$ cat src/rtl/multi_frame_readout_seq.sv
// Multi-frame SPAD readout sequencer: integrates a programmable number of shutter windows,
// then walks every pixel address, waits for the data to settle and streams {addr, mask, din} words.
module multi_frame_readout_seq #(
  parameter int N_PIX  = 512,
  parameter int ADDR_W = 10,
  parameter int DIN_W  = 5,
  parameter int WAIT_W = 4,
  parameter int CNT_W  = 32,
  parameter logic [ADDR_W+DIN_W:0] HEADER = '1
) (
  input  logic                     clk,
  input  logic                     rst_n,
  input  logic                     en,
  input  logic                     shutter_tick,
  input  logic [CNT_W-1:0]         shutter_periods,
  input  logic [WAIT_W-1:0]        data_wait_cycles,
  input  logic [N_PIX-1:0]         pix_mask,
  input  logic                     mask_skip,
  input  logic                     header_en,
  input  logic [15:0]              num_frames,
  input  logic [DIN_W-1:0]         din,
  output logic [ADDR_W-1:0]        pix_addr,
  output logic                     mem_clear,
  output logic                     read_en,
  output logic                     spad_on_en,
  output logic                     pix_off,
  output logic [ADDR_W+DIN_W:0]    dout,
  output logic                     dout_valid,
  input  logic                     dout_ready,
  output logic                     frame_done,
  output logic [15:0]              frame_cnt,
  output logic                     busy
);

  localparam int DOUT_W = ADDR_W + 1 + DIN_W;
  localparam int MASK_W = 1 << ADDR_W;
  localparam logic [ADDR_W-1:0] LAST_ADDR = ADDR_W'(N_PIX - 1);

  typedef enum logic [2:0] {
    S_IDLE,
    S_CLEAR,
    S_RECORD,
    S_HEADER,
    S_SETTLE,
    S_EMIT,
    S_DONE
  } state_t;

  state_t              state_q, state_d;
  logic [CNT_W-1:0]    period_q, period_d;
  logic [WAIT_W-1:0]   settle_q, settle_d;
  logic [ADDR_W-1:0]   addr_q, addr_d;
  logic [DOUT_W-1:0]   dout_q, dout_d;
  logic [15:0]         frame_cnt_q, frame_cnt_d;
  logic [15:0]         frame_inc;
  logic [MASK_W-1:0]   mask_ext;
  logic                cur_masked;

  // Pad the mask to the full address space so indexing by pix_addr is always in range.
  for (genvar gi = 0; gi < MASK_W; gi++) begin : g_mask
    if (gi < N_PIX) begin : g_in
      assign mask_ext[gi] = pix_mask[gi];
    end else begin : g_pad
      assign mask_ext[gi] = 1'b0;
    end
  end

  assign cur_masked = mask_ext[addr_q];
  assign frame_inc  = (frame_cnt_q == 16'hFFFF) ? frame_cnt_q : frame_cnt_q + 16'd1;

  always_ff @(posedge clk or negedge rst_n) begin
    if (!rst_n) begin
      state_q     <= S_IDLE;
      period_q    <= '0;
      settle_q    <= '0;
      addr_q      <= '0;
      dout_q      <= '0;
      frame_cnt_q <= '0;
    end else begin
      state_q     <= state_d;
      period_q    <= period_d;
      settle_q    <= settle_d;
      addr_q      <= addr_d;
      dout_q      <= dout_d;
      frame_cnt_q <= frame_cnt_d;
    end
  end

  always_comb begin
    state_d     = state_q;
    period_d    = period_q;
    settle_d    = settle_q;
    addr_d      = addr_q;
    dout_d      = dout_q;
    frame_cnt_d = frame_cnt_q;
    read_en     = rst_n;
    mem_clear   = 1'b0;
    spad_on_en  = 1'b0;
    pix_off     = 1'b0;
    dout_valid  = 1'b0;
    dout        = dout_q;
    frame_done  = 1'b0;

    unique case (state_q)
      S_IDLE: begin
        if (en) begin
          frame_cnt_d = '0;
          state_d     = S_CLEAR;
        end
      end
      S_CLEAR: begin
        mem_clear = 1'b1;
        period_d  = '0;
        addr_d    = '0;
        settle_d  = '0;
        state_d   = S_RECORD;
      end
      S_RECORD: begin
        spad_on_en = 1'b1;
        if (period_q >= shutter_periods) begin
          state_d = header_en ? S_HEADER : S_SETTLE;
        end else if (shutter_tick) begin
          period_d = period_q + CNT_W'(1);
        end
      end
      S_HEADER: begin
        dout_valid = 1'b1;
        dout       = HEADER;
        if (dout_ready) begin
          state_d = S_SETTLE;
        end
      end
      S_SETTLE: begin
        pix_off = cur_masked;
        // A skipped pixel costs exactly one cycle and never reaches the output.
        if (mask_skip && cur_masked) begin
          settle_d = '0;
          if (addr_q == LAST_ADDR) begin
            state_d = S_DONE;
          end else begin
            addr_d = addr_q + ADDR_W'(1);
          end
        end else if (settle_q == data_wait_cycles) begin
          settle_d = '0;
          dout_d   = {addr_q, cur_masked, din};
          state_d  = S_EMIT;
        end else begin
          settle_d = settle_q + WAIT_W'(1);
        end
      end
      S_EMIT: begin
        dout_valid = 1'b1;
        if (dout_ready) begin
          if (addr_q == LAST_ADDR) begin
            state_d = S_DONE;
          end else begin
            addr_d  = addr_q + ADDR_W'(1);
            state_d = S_SETTLE;
          end
        end
      end
      S_DONE: begin
        frame_done  = 1'b1;
        frame_cnt_d = frame_inc;
        if (!en || ((num_frames != 16'd0) && (frame_inc == num_frames))) begin
          state_d = S_IDLE;
        end else begin
          state_d = S_CLEAR;
        end
      end
      default: begin
        state_d = S_IDLE;
      end
    endcase
  end

  assign pix_addr  = addr_q;
  assign frame_cnt = frame_cnt_q;
  assign busy      = (state_q != S_IDLE);

endmodule

$ cat config.mk
export PLATFORM = sky130hd
export DESIGN_NAME = multi_frame_readout_seq
export DESIGN_NICKNAME = d
export VERILOG_FILES = /design/src/rtl/multi_frame_readout_seq.sv
export SDC_FILE = /design/constraint.sdc
export NUM_CORES = 1
export LEC_CHECK = 0
export ABC_AREA = 0
export CORE_AREA = 5 5 237 239
export DETAILED_ROUTE_END_ITERATION = 6
export DIE_AREA = 0 0 242 244
export GPL_ROUTABILITY_DRIVEN = 0
export SLEW_MARGIN = 20
export SYNTH_ARGS = -nofsm -noshare
export SYNTH_HDL_FRONTEND = slang
export SYNTH_SLANG_ARGS = --single-unit
$ cat constraint.sdc
create_clock -name clk -period 7.5 [get_ports clk]
set_input_delay 0.75 -clock clk [delete_from_list [all_inputs] [get_ports clk]]
set_output_delay 0.75 -clock clk [all_outputs]
set_load 0.01 [all_outputs]
==> impl_metrics.ini <==
[status]
outcome = complete, no violations

[synth]
synth_edf_count = 0
synth_top_area_frac = 0.201
ys.flop_type = dfrtp_1
synth-compound-area-share = 0.142
ys_ff_latch = 81
synth_top_family_by_area = multiplexers
synthXorXnorAreaFrac = 0.0391
async_flop_share = 1.00
synth_fa_ha_area_frac = 0.0447
synth-simple-area-share = 0.180
yosys-top-cells-area = dfrtp_1 20%, mux4_2 20%, mux2i_1 5.5%, ha_1 4.5%, mux4_1 4.4%
yosys_warnings = 0
synthMuxAreaShare = 0.328
synth_fp_nets = 1638
synth_area_per_cell_sq_um = 9.83
yosysTopAreaCell = dfrtp_1
synthCells = 1026
synth_area_sq_um = 10100
ys_seq_area_frac = 0.201
yosys.cell_types.count = 73

[global_routing]
overflow = 0
grt_max_degree = 89
grt_pass1_wl_um = 83800
track_usage = 0.191
grt_pass1_vias = 12300
antenna_found_initial = 33

[detailed_routing]
wl_per_cell_um = 25.6
ant_nets = 0
vias = 11300
wirelength_um = 59100
viasPerCell = 4.90
drc = 0
drt_pass1_iterations = 6
drtIter0Drc = 543

[floorplanning]
initial_core_util = 0.188
fp.dieH_um = 244
ios = 625
chipWidth_um = 242
core_area_sq_um = 53600
rows = 85
die_area_sq_um = 59000

[critical_path]
crit_path_end_kind = output pin
path_max_fanout = 39
crit_type = register to output pin
reg2reg_depth = 11
critical-path-max-stage-delay_ps = 1050
critical_path.startpoint_type = register
path_cells = inv_1 -> nor2_1 -> a2111oi_0 -> or4_1 -> nand4_1 -> nand4bb_1 -> nand4_2 -> and2_1 -> clkdlybuf4s50_1
critPathRequiredTime_ps = 6750
arrival_ps = 5050
crit_slowest_cell = nor2_1

[cts]
postCtsSetupBuffers = 0
htreeDepth = 3
cts_root_buffer = clkbuf_16
cts_buffers = 9
post_cts_resized = 0
cts_buffer_depth = 2
hold_buffers = 0
clk_pin_slew_ps = 60
clock-sinks = 81
clkLatencyLatePin_ps = 360
cts_tree = done

[place]
dpl.hpwl_um = 50100
post-place-ws_ps = 2130
placedCellCount = 2286
portBuffers = 624

[timing]
clock_skew_ps = 14.7
worstMarginPinSlew_ps = 1170
period_minus_slack_ps = 5800
period_share = 0.773
hold_violations = 0
rsz0062_at_grt = false
max_freq_mhz = 173
finalSetupViolations = 0
slew_viol_final = 0
setup_slack_ps = 1700
relSlewSlack = 0.219
setup_tns_ps = 0

[finish]
nets = 2213
final_util = 0.321
drive_above_1_share = 0.100
regArea_sq_um = 2040
instances_no_fill = 2312
area.growth.synth_to_final_pct = 70.8
multi_input_area_sq_um = 7400
fillerInstances = 5605

[power]
power.density_nw_per_um2 = 206
p_leak_nw = 6.37
ir_drop_uv = 302

[run]
cap_violations = 0

[min_path]
hp-class = input port to asynchronous set/reset pin
==> where the power goes <==
part / internal (mW) / switching, mW / leakage [nW]
Sequential: 0.526 / 0.203 / 1.08
Clock: 0.309 / 0.201 / 0.158
Combinational: 1.20 / 1.11 / 5.13
Total: 2.03 / 1.51 / 6.37
==> logic make-up after synthesis <==
logic type / Yosys count
xor gates and xnor gates: 45
AOI/OAI and AO/OA: 209
and+or+nand+nor: 349
adders and majority gates: 36
buffers and inverters: 120
muxes: 186
DFF: 81
==> critical path, delay by kind of cell, from the launching register on <==
family          cells  cell delay (ps)
buf+inv             2             1170
simple gates        6             2310
compound gates      1              260
flops               1              920
==> layer usage <==
| metal | vias to the layer above | global-route usage | part of all wire |
|---|---|---|---|
| met5 | - | 0 | 0.0012 |
| met4 | 12 | 0.0648 | 0.029 |
| met3 | 89 | 0.0578 | 0.074 |
| met2 | 524 | 0.326 | 0.49 |
| met1 | 5577 | 0.229 | 0.40 |
| li1 | 5130 | - | - |
==> state kept, by name, summed over array words and instances (netlist names) <==
| signal | cells |
|---|---|
| state_q | 3 |
| period_q | 32 |
| dout_q | 16 |
| pix_addr | 10 |
| frame_cnt | 16 |
| settle_q | 4 |
==> cells in the mapped netlist, drive strengths merged, types with 16 or more instances <==
| library cell | n |
|---|---|
| mux2 | 26 |
| o21ai | 41 |
| buf | 49 |
| mux2i | 55 |
| clkbuf | 22 |
| nor2 | 67 |
| inv | 48 |
| a21oi | 45 |
| ha | 36 |
| nand2 | 75 |
| xnor2 | 23 |
| a22oi | 16 |
| mux4 | 105 |
| xor2 | 22 |
| nand4 | 21 |
| nand2b | 30 |
| nand3 | 47 |
| dfrtp | 81 |
| nor2b | 26 |
==> final timing paths <==
path | from | endpoint | slack, ps
max reg2reg | pix_addr[3] | pix_addr[9] | 2430
min reg2reg | dout_q[4] | dout_q[4] | 500
max | pix_addr[3] | pix_off | 1700
min in group clk | dout_q[4] | dout_q[4] | 500
min | rst_n | dout_q[0] | 400
max in group asynchronous | rst_n | pix_addr[2] | 6010
==> cell usage in the layout, fill, tap and decap left out, types with 9 or more instances in the layout <==
master	n
clkdlybuf4s50_1	623
mux4_2	88
dfrtp_1	76
nand2_1	75
nor2_1	67
mux2i_1	55
inv_1	48
nand3_1	47
a21oi_1	44
o21ai_0	40
ha_1	36
nand2b_1	30
nor2b_1	26
xnor2_1	23
xor2_1	22
nand4_1	20
mux4_1	17
mux2_2	17
a22oi_1	15
and2_1	15
and3_1	14
a31oi_1	13
or3_1	12
o31ai_1	12
diode_2	11
a21o_1	10
nor4_1	9
mux2_4	9
clkbuf_16	9
buf_4	9
==> metrics by stage <==
step	total power [mW]	instance area [sq um]	hold WS (ps)
after floorplan	2.07	10100	454
after CTS	3.58	17200	396
after detailed placement	3.05	16900	484
after global routing	3.76	17200	431
after global placement	3.03	16900	480
final	3.54	17200	395
==> layout make-up <==
class                           count  share of cell area
Antenna cell                       11             0.00160
Multi-Input combinational cell    825               0.430
Clock inverter                      4             0.00443
Clock buffer                       11              0.0147
Inverter                           49              0.0107
Timing Repair Buffer              635               0.370
Tap cell                          696              0.0506
Sequential cell                    81               0.119
Note: power is estimated with default switching activity, not from simulation.
